## config.mk

```make
export PLATFORM = sky130hd
export DESIGN_NAME = sys_status_monitor
export DESIGN_NICKNAME = d
export VERILOG_FILES = /design/src/rtl/sys_status_monitor.sv
export SDC_FILE = /design/constraint.sdc
export NUM_CORES = 2
export LEC_CHECK = 0
export ABC_CLOCK_PERIOD_IN_PS = 27600
export BUFFER_PORTS_ARGS = -buffer_cell sky130_fd_sc_hd__buf_4
export CAP_MARGIN = 20
export CORE_ASPECT_RATIO = 0.5
export CORE_MARGIN = 4
export CORE_UTILIZATION = 34
export CTS_CLUSTER_SIZE = 14
export DETAILED_ROUTE_END_ITERATION = 7
export RECOVER_POWER = 25
export SLEW_MARGIN = 20
export SYNTH_ARGS = -nofsm -noshare
export SYNTH_HDL_FRONTEND = slang
export SYNTH_SLANG_ARGS = --single-unit
export TNS_END_PERCENT = 10
```

## constraint.sdc

```tcl
create_clock -name clk -period 27.6 [get_ports clk]
set_input_delay 5.52 -clock clk [delete_from_list [all_inputs] [get_ports clk]]
set_output_delay 5.52 -clock clk [all_outputs]
set_load 0.02 [all_outputs]
```

## src/rtl/sys_status_monitor.sv

```systemverilog
`default_nettype none
// ============================================================================
//  Module      : sys_status_monitor
//  Description : Heartbeat LED plus per-channel valid/ready handshake monitor
//                with saturating transfer/stall counters, sticky stall flags,
//                PIO-controlled snapshot/clear and per-channel readback.
//  Revision    : 1.0  initial release
// ============================================================================
module sys_status_monitor #(
    parameter int CLOCK_FREQ  = 50_000_000,
    parameter int BLINK_HZ    = 1,
    parameter int CHANNELS    = 4,
    parameter int CNT_WIDTH   = 32,
    parameter int STALL_LIMIT = 1024
) (
    input  logic                clk,
    input  logic                rst,
    input  logic [CHANNELS-1:0] ch_valid,
    input  logic [CHANNELS-1:0] ch_ready,
    input  logic [31:0]         ctrl_pio,
    output logic                blinking_led,
    output logic [31:0]         status_pio,
    output logic [31:0]         xfer_pio,
    output logic [31:0]         stall_pio
);

    localparam int c_HALF = CLOCK_FREQ / (2 * BLINK_HZ);
    localparam int c_BW   = (c_HALF > 1) ? $clog2(c_HALF) : 1;
    localparam int c_RW   = $clog2(STALL_LIMIT + 1);
    localparam logic [c_BW-1:0] c_BLINK_LAST = c_BW'(c_HALF - 1);
    localparam logic [c_RW-1:0] c_RUN_MAX    = c_RW'(STALL_LIMIT);

    logic [c_BW-1:0]      r_blink_cnt;
    logic                 r_led;
    logic [CHANNELS-1:0]  r_valid_q;
    logic [CHANNELS-1:0]  r_ready_q;
    logic [1:0]           r_ctrl_q;
    logic [1:0]           r_ctrl_d;
    logic [CNT_WIDTH-1:0] r_xfer         [CHANNELS];
    logic [CNT_WIDTH-1:0] r_stall        [CHANNELS];
    logic [c_RW-1:0]      r_run          [CHANNELS];
    logic [CNT_WIDTH-1:0] r_shadow_xfer  [CHANNELS];
    logic [CNT_WIDTH-1:0] r_shadow_stall [CHANNELS];
    logic [CHANNELS-1:0]  r_flag;
    logic [31:0]          r_status;
    logic [31:0]          r_xfer_pio;
    logic [31:0]          r_stall_pio;

    logic [CNT_WIDTH-1:0] w_xfer_nxt  [CHANNELS];
    logic [CNT_WIDTH-1:0] w_stall_nxt [CHANNELS];
    logic [c_RW-1:0]      w_run_nxt   [CHANNELS];
    logic [CHANNELS-1:0]  w_flag_nxt;
    logic                 w_snap;
    logic                 w_clr;
    logic [31:0]          w_xfer_sel;
    logic [31:0]          w_stall_sel;
    logic [31:0]          w_status;
    logic                 w_unused;

    // Only the snapshot/clear bits and the channel select carry meaning.
    assign w_unused = ^{ctrl_pio[31:12], ctrl_pio[7:2]};

    // Heartbeat: toggle the LED each time the half-period counter wraps.
    always_ff @(posedge clk or posedge rst) begin
        if (rst) begin
            r_blink_cnt <= '0;
            r_led       <= 1'b0;
        end else if (r_blink_cnt == c_BLINK_LAST) begin
            r_blink_cnt <= '0;
            r_led       <= ~r_led;
        end else begin
            r_blink_cnt <= r_blink_cnt + c_BW'(1);
        end
    end

    // Register handshake inputs and control levels (two deep for edge detect).
    always_ff @(posedge clk or posedge rst) begin
        if (rst) begin
            r_valid_q <= '0;
            r_ready_q <= '0;
            r_ctrl_q  <= '0;
            r_ctrl_d  <= '0;
        end else begin
            r_valid_q <= ch_valid;
            r_ready_q <= ch_ready;
            r_ctrl_q  <= ctrl_pio[1:0];
            r_ctrl_d  <= r_ctrl_q;
        end
    end

    assign w_snap = r_ctrl_q[0] & ~r_ctrl_d[0];
    assign w_clr  = r_ctrl_q[1] & ~r_ctrl_d[1];

    // Next counter values ignoring clear; snapshot captures exactly these.
    always_comb begin
        w_flag_nxt = r_flag;
        for (int i = 0; i < CHANNELS; i++) begin
            w_xfer_nxt[i]  = r_xfer[i];
            w_stall_nxt[i] = r_stall[i];
            w_run_nxt[i]   = r_run[i];
            if (r_valid_q[i] && r_ready_q[i]) begin
                if (r_xfer[i] != '1) w_xfer_nxt[i] = r_xfer[i] + CNT_WIDTH'(1);
                w_run_nxt[i] = '0;
            end else if (r_valid_q[i]) begin
                if (r_stall[i] != '1) w_stall_nxt[i] = r_stall[i] + CNT_WIDTH'(1);
                if (r_run[i] != c_RUN_MAX) w_run_nxt[i] = r_run[i] + c_RW'(1);
            end else begin
                w_run_nxt[i] = '0;
            end
            if (w_run_nxt[i] == c_RUN_MAX) w_flag_nxt[i] = 1'b1;
        end
    end

    // Live counters, sticky flags and shadows; clear wins over any increment.
    always_ff @(posedge clk or posedge rst) begin
        if (rst) begin
            r_flag <= '0;
            for (int i = 0; i < CHANNELS; i++) begin
                r_xfer[i]         <= '0;
                r_stall[i]        <= '0;
                r_run[i]          <= '0;
                r_shadow_xfer[i]  <= '0;
                r_shadow_stall[i] <= '0;
            end
        end else begin
            r_flag <= w_clr ? '0 : w_flag_nxt;
            for (int i = 0; i < CHANNELS; i++) begin
                r_xfer[i]  <= w_clr ? '0 : w_xfer_nxt[i];
                r_stall[i] <= w_clr ? '0 : w_stall_nxt[i];
                r_run[i]   <= w_clr ? '0 : w_run_nxt[i];
                if (w_snap) begin
                    r_shadow_xfer[i]  <= w_xfer_nxt[i];
                    r_shadow_stall[i] <= w_stall_nxt[i];
                end
            end
        end
    end

    // Readback mux: out-of-range selects fall through to zero.
    always_comb begin
        w_xfer_sel  = '0;
        w_stall_sel = '0;
        for (int i = 0; i < CHANNELS; i++) begin
            if (ctrl_pio[11:8] == 4'(i)) begin
                w_xfer_sel[CNT_WIDTH-1:0]  = r_shadow_xfer[i];
                w_stall_sel[CNT_WIDTH-1:0] = r_shadow_stall[i];
            end
        end
    end

    // Pack status word with zero padding above the used bits.
    always_comb begin
        w_status                 = '0;
        w_status[3*CHANNELS-1:0] = {r_flag, r_valid_q, r_ready_q};
    end

    // Registered PIO outputs.
    always_ff @(posedge clk or posedge rst) begin
        if (rst) begin
            r_status    <= '0;
            r_xfer_pio  <= '0;
            r_stall_pio <= '0;
        end else begin
            r_status    <= w_status;
            r_xfer_pio  <= w_xfer_sel;
            r_stall_pio <= w_stall_sel;
        end
    end

    assign blinking_led = r_led;
    assign status_pio   = r_status;
    assign xfer_pio     = r_xfer_pio;
    assign stall_pio    = r_stall_pio;

endmodule
`default_nettype wire

```

==> out/qor.txt <==
Via density -> 5.49
Synthesis Warnings -> 0
Fillers -> 9,032
Violated checks -> max-capacitance violations, max-slew violations
H-tree Lvls -> 3
Worst EP required -> 28.02 ns
Area share of the largest cell type after synthesis -> 53.1%
Die Width -> 440 um
Clock tree sinks -> 674
#FFs+latches synth -> 674
Most area-consuming cells after synthesis -> dfrtp_1 (53%), nand2_1 (5.6%), o21ai_0 (5.5%)
TritonCTS clock tree -> yes
Post-CTS setup buffer count -> 0
Wire per inst -> 18.0 um
CP delay by family, top -> buffers and inverters
Post-Synthesis Cell Area -> 31,800 sq um
Overall Global Routing Usage -> 16.9%
Residual DRC -> 0
Die Area -> 98,800 sq um
Max_slew headroom -> -553%
Setup TNS -> 0 ns
Crit-path max FO -> 229
Post_cts resized -> 0
Starting Density -> 34.7%
Hold buffers post-CTS -> 0
Fin. Hold Viols -> 0
Clock Tree Root -> clkbuf_16
Worst vdd ir -> 0.0327 mV
Min-delay src -> r_flag[0]
Residual antenna-violating net count after detailed routing -> 0
Layout area overhead -> 13.0%
Tot Pwr -> 2.21 mW
Slew Viols, Final -> 697
DIE HEIGHT -> 224 um
HPWL after DPL -> 56,600 um
PortBufs -> 92
Worst Setup Start Kind -> flop
Worst EP arrival -> 11.51 ns
Status -> complete, but fails checks
Cells after Synth -> 3,441
Crit-path cells -> nor2b_1 -> clkbuf_1 -> buf_4 -> a31oi_1
Total gr overflow -> 0
Total routed wirelength -> 85,500 um
Slew @ Worst Pin -> 9.79 ns
Mapped Avg Cell Area -> 9.24 sq um
F_max -> 90.2 MHz
Drt pass-1 iters -> 6
Most common cell after layout, fill and taps aside -> dfrtp_1
Commonest non-fill, non-tap cells in the layout -> dfrtp_1 (674), nand2_1 (470), nor2_1 (353)
Leading area contributor after synthesis -> dfrtp_1
Via Count -> 26.1k
Worst setup path start -> r_ctrl_q[0]
Post-synth top flop -> dfrtp_1
Leakage -> 14.8 nW
Register area share after synthesis -> 53.1%
First-pass GRT wire length -> 136,000 um
Initial DRC Count -> 2,229
PwrDens -> 61.5 nW/um^2
RSZ-0062 raised after global routing -> no
Layout cells sized above 1 -> 7.29%
Final period util -> 40.2%
Slowest cell on the critical path -> clkbuf_1
Worst path max stage delay -> 6.83 ns
Rows -> 78
Post-synthesis cell type count -> 73
Total core area -> 91,600 sq um
Reported max-cap violation count -> 7
FF-to-FF Start -> r_ctrl_q[0]
WP buf/inv -> 2
Worst-skew pair later-pin latency -> 0.62 ns
Number of synthesized flops with an enable pin -> 0
TritonCTS Buffers -> 69
Synth async-reset ratio -> 100%
Nets -> 3,517
Critical path class -> flop to flop
# setup viols final -> 0
I/O pins -> 139
Initial antenna violation count -> 0
Final Critical Period -> 11.09 ns
CP Capture Type -> flop
Hold/Removal Path Class -> flop to flop
Worst-path clk slew -> 0.06 ns
Gpl congestion -> 0.867
Largest net degree at the start of global routing -> 230
Number of global-route vias before repair -> 24.8k
Max Buffers Root-to-Sink -> 3
Hold_ws -> 0.378 ns
Setup Skew -> 0.0291 ns
==> synth_stat cells, types with 9 or more instances <==
cell / n
nor2_1: 353
or3_1: 139
o31ai_1: 58
and3_1: 52
nor4b_1: 10
nor3_1: 37
a211oi_1: 16
a31oi_1: 180
nand2b_1: 11
xor2_1: 47
and4_1: 40
a2111oi_0: 9
o21ai_0: 349
nor4_1: 31
inv_1: 37
and2_1: 22
dfrtp_1: 674
or2_2: 10
or4_1: 51
ha_1: 17
nor2b_1: 11
nand2_1: 471
a21oi_1: 190
nand3_1: 131
buf_4: 20
nand4_1: 121
clkbuf_1: 159
mux2i_1: 12
xnor2_1: 80
==> routing by layer <==
metal	vias up	global-route usage [%]	routed length, um
li1	12484	-	-
met1	12887	23.4	39100
met2	582	27.4	40100
met3	144	2.42	3540
met4	0	5.60	2780
met5	-	0	0
==> layout make-up <==
cell class	count	area [sq um]	area share (%)
antenna	1	2.50	0.00697
clock buffer	104	2130	5.94
clock inverter	21	283	0.787
inverter	37	146	0.408
multi-input combinational	2558	14100	39.2
sequential	674	16900	47.0
tap	1240	1550	4.32
timing repair buffer	118	861	2.40
==> sequential cells by signal, indices dropped and copies added (netlist names) <==
name,count
blinking_led,1
r_blink_cnt,25
r_ctrl_d,2
r_ctrl_q,2
r_flag,4
r_ready_q,4
r_run,44
r_shadow_stall,128
r_shadow_xfer,128
r_stall,128
r_valid_q,4
r_xfer,128
stall_pio,32
status_pio,12
xfer_pio,32
==> metrics by stage <==
| step | instance area [sq um] | utilization (%) | setup slack (ns) | instances |
|---|---|---|---|---|
| after floorplan | 31900 | - | 3.19 | 3460 |
| after global placement | 33600 | 36.7 | 18.73 | 4626 |
| after detailed placement | 33600 | 36.7 | 18.65 | 4626 |
| final | 35900 | 39.2 | 16.51 | 4753 |
| after global routing | 35900 | 39.2 | 15.34 | 4752 |
| after CTS | 36000 | 39.3 | 19.34 | 4751 |
==> cell families (layout without fill, tap and decap cells) <==
logic type | Yosys count | after routing | share of synthesized area, %
AO/OA/AOI/OAI | 860 | 860 | 15.6
adder cells (fa/ha/maj) | 17 | 17 | 0.669
other | 1 | 21 | 0.0118
XOR/XNOR | 127 | 127 | 3.50
AND/OR/NAND/NOR | 1518 | 1518 | 23.7
buffers and inverters | 228 | 280 | 2.96
multiplexers | 16 | 16 | 0.520
flip-flops | 674 | 674 | 53.1
==> path summary, 6_finish.rpt <==
path / endpoint / slack (ns) / cells after the start
max: r_shadow_stall[41] / 16.51 / 4
min: status_pio[8] / 0.38 / 0
max reg2reg: r_shadow_stall[41] / 16.51 / 4
min reg2reg: status_pio[8] / 0.38 / 0
max in group asynchronous: xfer_pio[16] / 19.43 / 5
min in group asynchronous: r_blink_cnt[6] / 5.02 / 2
==> power by group <==
part	switching [mW]	internal (mW)
sequential	0.0285	1.04
clock	0.404	0.592
combinational	0.100	0.0481
Note: power is estimated with default switching activity, not from simulation.
